## src/rtl/demux_rr_dispatcher.sv

```systemverilog
// Round-robin dispatcher for a 1x4 demux: one held word, steered by sel, with an optional stall timeout.
// Define DEMUX_SCHED_CNT_EN to add per-channel saturating dispatch counters exported on cnt_flat.
module demux_rr_dispatcher #(
  parameter int WIDTH   = 8,
  parameter int TIMEOUT = 0,
  parameter int CNT_W   = 16
) (
  input  logic             clk,
  input  logic             rst_n,
  input  logic             in_valid,
  output logic             in_ready,
  input  logic [WIDTH-1:0] in_data,
  output logic [3:0]       out_valid,
  input  logic [3:0]       out_ready,
  output logic [WIDTH-1:0] out_data,
  output logic [1:0]       sel,
  output logic             timeout
`ifdef DEMUX_SCHED_CNT_EN
  ,
  output logic [4*CNT_W-1:0] cnt_flat
`endif
);

  localparam int TW = $clog2(TIMEOUT) + 1;
  localparam logic [TW-1:0] T_LAST = TW'((TIMEOUT > 0) ? TIMEOUT - 1 : 0);

  typedef enum logic {EMPTY, FULL} state_t;

  state_t        state;
  logic          valid;  // low in FULL only during the one-cycle bubble after a timeout
  logic [1:0]    ptr;
  logic [TW-1:0] timer;
  logic          hs;

  assign hs        = (state == FULL) && valid && out_ready[sel];
  // Gating with the handshake (not bare out_ready) keeps a word from being overwritten during the bubble.
  assign in_ready  = (state == EMPTY) || hs;
  assign out_valid = valid ? (4'b0001 << sel) : 4'b0000;

  // NOTE: all state here is sequential, so every assignment uses <= to avoid ordering races.
  always_ff @(posedge clk or negedge rst_n) begin
    if (!rst_n) begin
      state    <= EMPTY;
      valid    <= 1'b0;
      ptr      <= 2'd0;
      sel      <= 2'd0;
      timer    <= '0;
      timeout  <= 1'b0;
      out_data <= '0;
    end else begin
      timeout <= 1'b0;
      case (state)
        EMPTY: begin
          if (in_valid) begin
            out_data <= in_data;
            sel      <= ptr;
            timer    <= '0;
            valid    <= 1'b1;
            state    <= FULL;
          end
        end
        FULL: begin
          if (hs) begin
            ptr <= sel + 2'd1;
            if (in_valid) begin
              out_data <= in_data;
              sel      <= sel + 2'd1;
              timer    <= '0;
            end else begin
              valid <= 1'b0;
              state <= EMPTY;
            end
          end else if (!valid) begin
            valid <= 1'b1;
          end else if (TIMEOUT > 0 && timer == T_LAST) begin
            sel     <= sel + 2'd1;
            timer   <= '0;
            valid   <= 1'b0;
            timeout <= 1'b1;
          end else if (timer != {TW{1'b1}}) begin
            timer <= timer + 1'b1;
          end
        end
        default: state <= EMPTY;
      endcase
    end
  end

`ifdef DEMUX_SCHED_CNT_EN
  logic [CNT_W-1:0] cnt [4];

  // NOTE: the counter array is small register state, so it is reset explicitly like any other flop.
  always_ff @(posedge clk or negedge rst_n) begin
    if (!rst_n) begin
      for (int k = 0; k < 4; k++) cnt[k] <= '0;
    end else if (hs && cnt[sel] != {CNT_W{1'b1}}) begin
      cnt[sel] <= cnt[sel] + 1'b1;
    end
  end

  assign cnt_flat = {cnt[3], cnt[2], cnt[1], cnt[0]};
`endif

endmodule

```

## config.mk

```make
export PLATFORM = sky130hd
export DESIGN_NAME = demux_rr_dispatcher
export DESIGN_NICKNAME = d
export VERILOG_FILES = /design/src/rtl/demux_rr_dispatcher.sv
export SDC_FILE = /design/constraint.sdc
export NUM_CORES = 1
export LEC_CHECK = 0
export CAP_MARGIN = 20
export CORE_UTILIZATION = 45
export DETAILED_ROUTE_END_ITERATION = 8
export PLACE_DENSITY = 0.83
export SLEW_MARGIN = 20
export SYNTH_ARGS = -nofsm -noshare
export SYNTH_HDL_FRONTEND = slang
export SYNTH_SLANG_ARGS = --single-unit
export TNS_END_PERCENT = 30
```

## constraint.sdc

```tcl
create_clock -name clk -period 3.8 [get_ports clk]
set_clock_uncertainty 0.05 [all_clocks]
set_input_delay 0.76 -clock clk [delete_from_list [all_inputs] [get_ports clk]]
set_output_delay 0.76 -clock clk [all_outputs]
set_load 0.01 [all_outputs]
```

==> flow_metrics.tcl <==
set metrics [dict create \
    yosys.area.top_type_share 0.447 \
    p_leak_nw 0.486 \
    final.setup.tns_ps 0 \
    grt_max_degree 15 \
    start_util 0.502 \
    grt_first_pass_wirelength_mm 2.52 \
    clockBufferDepth 2 \
    grt_overflow_total 0 \
    synth_largest_area_cell "dfrtp_1" \
    ys_warn_count 0 \
    seq_area_sq_um 350 \
    setup_viol 0 \
    drt_iter0_markers 6 \
    fin_nets 114 \
    floorplan.die_area_sq_um 1910 \
    syn_inst 65 \
    avgRoutedWirePerCell_um 13.6 \
    synth_sequential_area_ratio 0.447 \
    count_of_antenna_violating_nets_left_after_detailed_routing 0 \
    timing.hold.worst.class "reg -> reg" \
    worst_setup_path_end_kind "output port" \
    detailed_place_hpwl_mm 1.16 \
    grt.total_usage 0.185 \
    clock-sinks 14 \
    crit_path_start_kind "primary input" \
    cpMaxStageDelayCell "mux4_2" \
    maxClockFrequency_mhz 310 \
    synthToLayoutAreaGrowth_pct 39.0 \
    ys_seq_elements 14 \
    cts_tree "done" \
    detail_route.drc_violations 1 \
    power_density_nw_per_um2 781 \
    max_cap_violations 0 \
    cts_setup_buffers 0 \
    worst_skew_pair.late_latency_ps 280 \
    path_cells "clkdlybuf4s50_1 > mux4_2 > nand2_1 > nand2_1 > clkdlybuf4s50_1" \
    tightest_slew_ps 598 \
    max_h_tree_level 1 \
    avgSynthCellArea_sq_um 12.1 \
    relative_slew_slack 0.600 \
    layout-drive-gt1-share 0.183 \
    final_report_max_slew_violation_count 0 \
    postCtsResizedCells 0 \
    cp_data_required_time_ps 2990 \
    worst-endpoint-arrival_ps 2410 \
    wl_mm 1.49 \
    worst_path_largest_cell_delay_ps 540 \
    firstDrtPassIters 5 \
    num-fill-cells 123 \
    run_status "finished, violations left" \
    multi_input_comb_area_sq_um 390 \
    clock_pin_slew_worst_setup_and_hold_paths_ps 80 \
    grt_setup_unrepaired "no" \
    cts_hold_repair.buffers 0 \
    antenna_fix_cells 0 \
    drt-vias-per-instance 5.53 \
    grt_pass1_vias 624 \
    cts_buffers 3 \
    synth.net_count 84 \
    distinct_cell_type_count_after_synthesis 27 \
    dr_total_vias 603 \
    r2r_slack_ps 2000 \
    timing.final.hold_violations 0 \
    placementRows 14 \
    worst-path-max-fanout 4 \
    finalCritPeriodShare 0.848 \
    ir_worst_vdd_mv 0.415 \
    root_buffer "clkbuf_4" \
    design.portCount 31 \
    post_synth_instance_area_sq_um 783 \
    cells_taking_the_most_area_after_synthesis "dfrtp_1 (45%), mux2_2 (14%), ha_1 (6.4%)" \
    routabilityCongestion 0.788 \
    final_util 0.698 \
    chipHeight_um 43.7 \
    grt_antenna_before_repair 0 \
    core_sq_um 1560 \
    final_critical_delay_including_setup_and_external_delays_ps 3220 \
    die_w_um 43.7 \
    io_buffers 29 \
    violations "DRC" \
    crit_type "in -> out" \
]
==> area by class of cell <==
cell class,count,share of cell area
multi-input cells,43,0.359
clock buffers,3,0.0207
flip-flops and latches,14,0.322
repair buffers,29,0.267
inverters,4,0.0138
well taps,16,0.0184
==> power breakdown <==
part	switching [W]	internal [W]	total [W]
registers	0.0000734	0.000222	0.000295
clock network	0.0000461	0.0000367	0.0000828
logic	0.000181	0.000291	0.000472
total	0.000300	0.000550	0.000850
==> state kept, by name, summed over array words and instances, names as in the netlist <==
name	flops
sel	2
valid	1
state	1
out_data	8
ptr	2
==> per-layer routing <==
layer | global-route usage | routed length [um]
met2 | 0.313 | 710
met1 | 0.206 | 628
met3 | 0.0625 | 123
met4 | 0.0938 | 25
met5 | 0 | 0
==> final timing paths <==
path	cells after the start	from	endpoint
min in group asynchronous	1	rst_n	out_data[5]
max	5	out_ready[3]	in_ready
max in group asynchronous	1	rst_n	sel[1]
min	1	out_data[1]	out_data[1]
max reg2reg	3	sel[0]	ptr[1]
min reg2reg	1	out_data[1]	out_data[1]
==> through the flow <==
stage                     hold slack (ps)  worst slack [ps]  instance area (sq um)  total power (W)  cells
after floorplan                       414              1510                    783         0.000571     65
after global placement                431               601                   1070         0.000764    106
after detailed placement              444               579                   1070         0.000775    106
after CTS                             461               570                   1090         0.000860    109
after global routing                  479               532                   1090         0.000915    109
final                                 460               578                   1090         0.000850    109
==> cell usage after synthesis <==
cell,number
clkbuf_1,1
ha_1,4
a21o_1,2
a211o_1,1
nand2_1,2
buf_6,1
a41oi_1,1
conb_1,1
nand3b_1,1
o221ai_2,1
o21ai_0,2
nor2_1,1
buf_4,1
nand3_1,2
a221oi_2,1
and3b_1,1
mux2i_1,3
and2_1,4
a21oi_1,2
inv_1,4
o211a_1,1
mux4_2,1
mux2_2,10
buf_2,1
dfrtp_1,14
nand2b_1,1
nand3_2,1
==> worst max-delay path, delay by kind of cell <==
kind	cells	cell delay, ps
buffers and inverters	2	900
AND/OR/NAND/NOR	2	200
multiplexers	1	540
==> cells by family after synthesis <==
logic type | after synthesis | synth area share
other | 1 | 0.00479
muxes | 14 | 0.211
adders and majority gates | 4 | 0.0639
AOI/OAI and AO/OA | 11 | 0.118
and+or+nand+nor | 13 | 0.101
DFF | 14 | 0.447
buffers and inverters | 8 | 0.0543
==> placed cells by master (no fill, tap or decap) <==
cell / n
conb_1: 1
ha_1: 4
inv_1: 4
a21oi_1: 2
nor2_1: 1
nand2b_1: 1
and2_1: 4
a211o_1: 1
o221ai_2: 1
a221oi_2: 1
and3b_1: 1
nand3b_1: 1
dfrtp_1: 14
a21o_1: 2
o21ai_0: 2
nand3_1: 2
nand3_2: 1
clkdlybuf4s50_1: 29
mux2i_1: 3
clkbuf_4: 3
o211a_1: 1
a41oi_1: 1
nand2_1: 2
mux4_2: 1
mux2_2: 10
(Power assumes the default switching activity.)
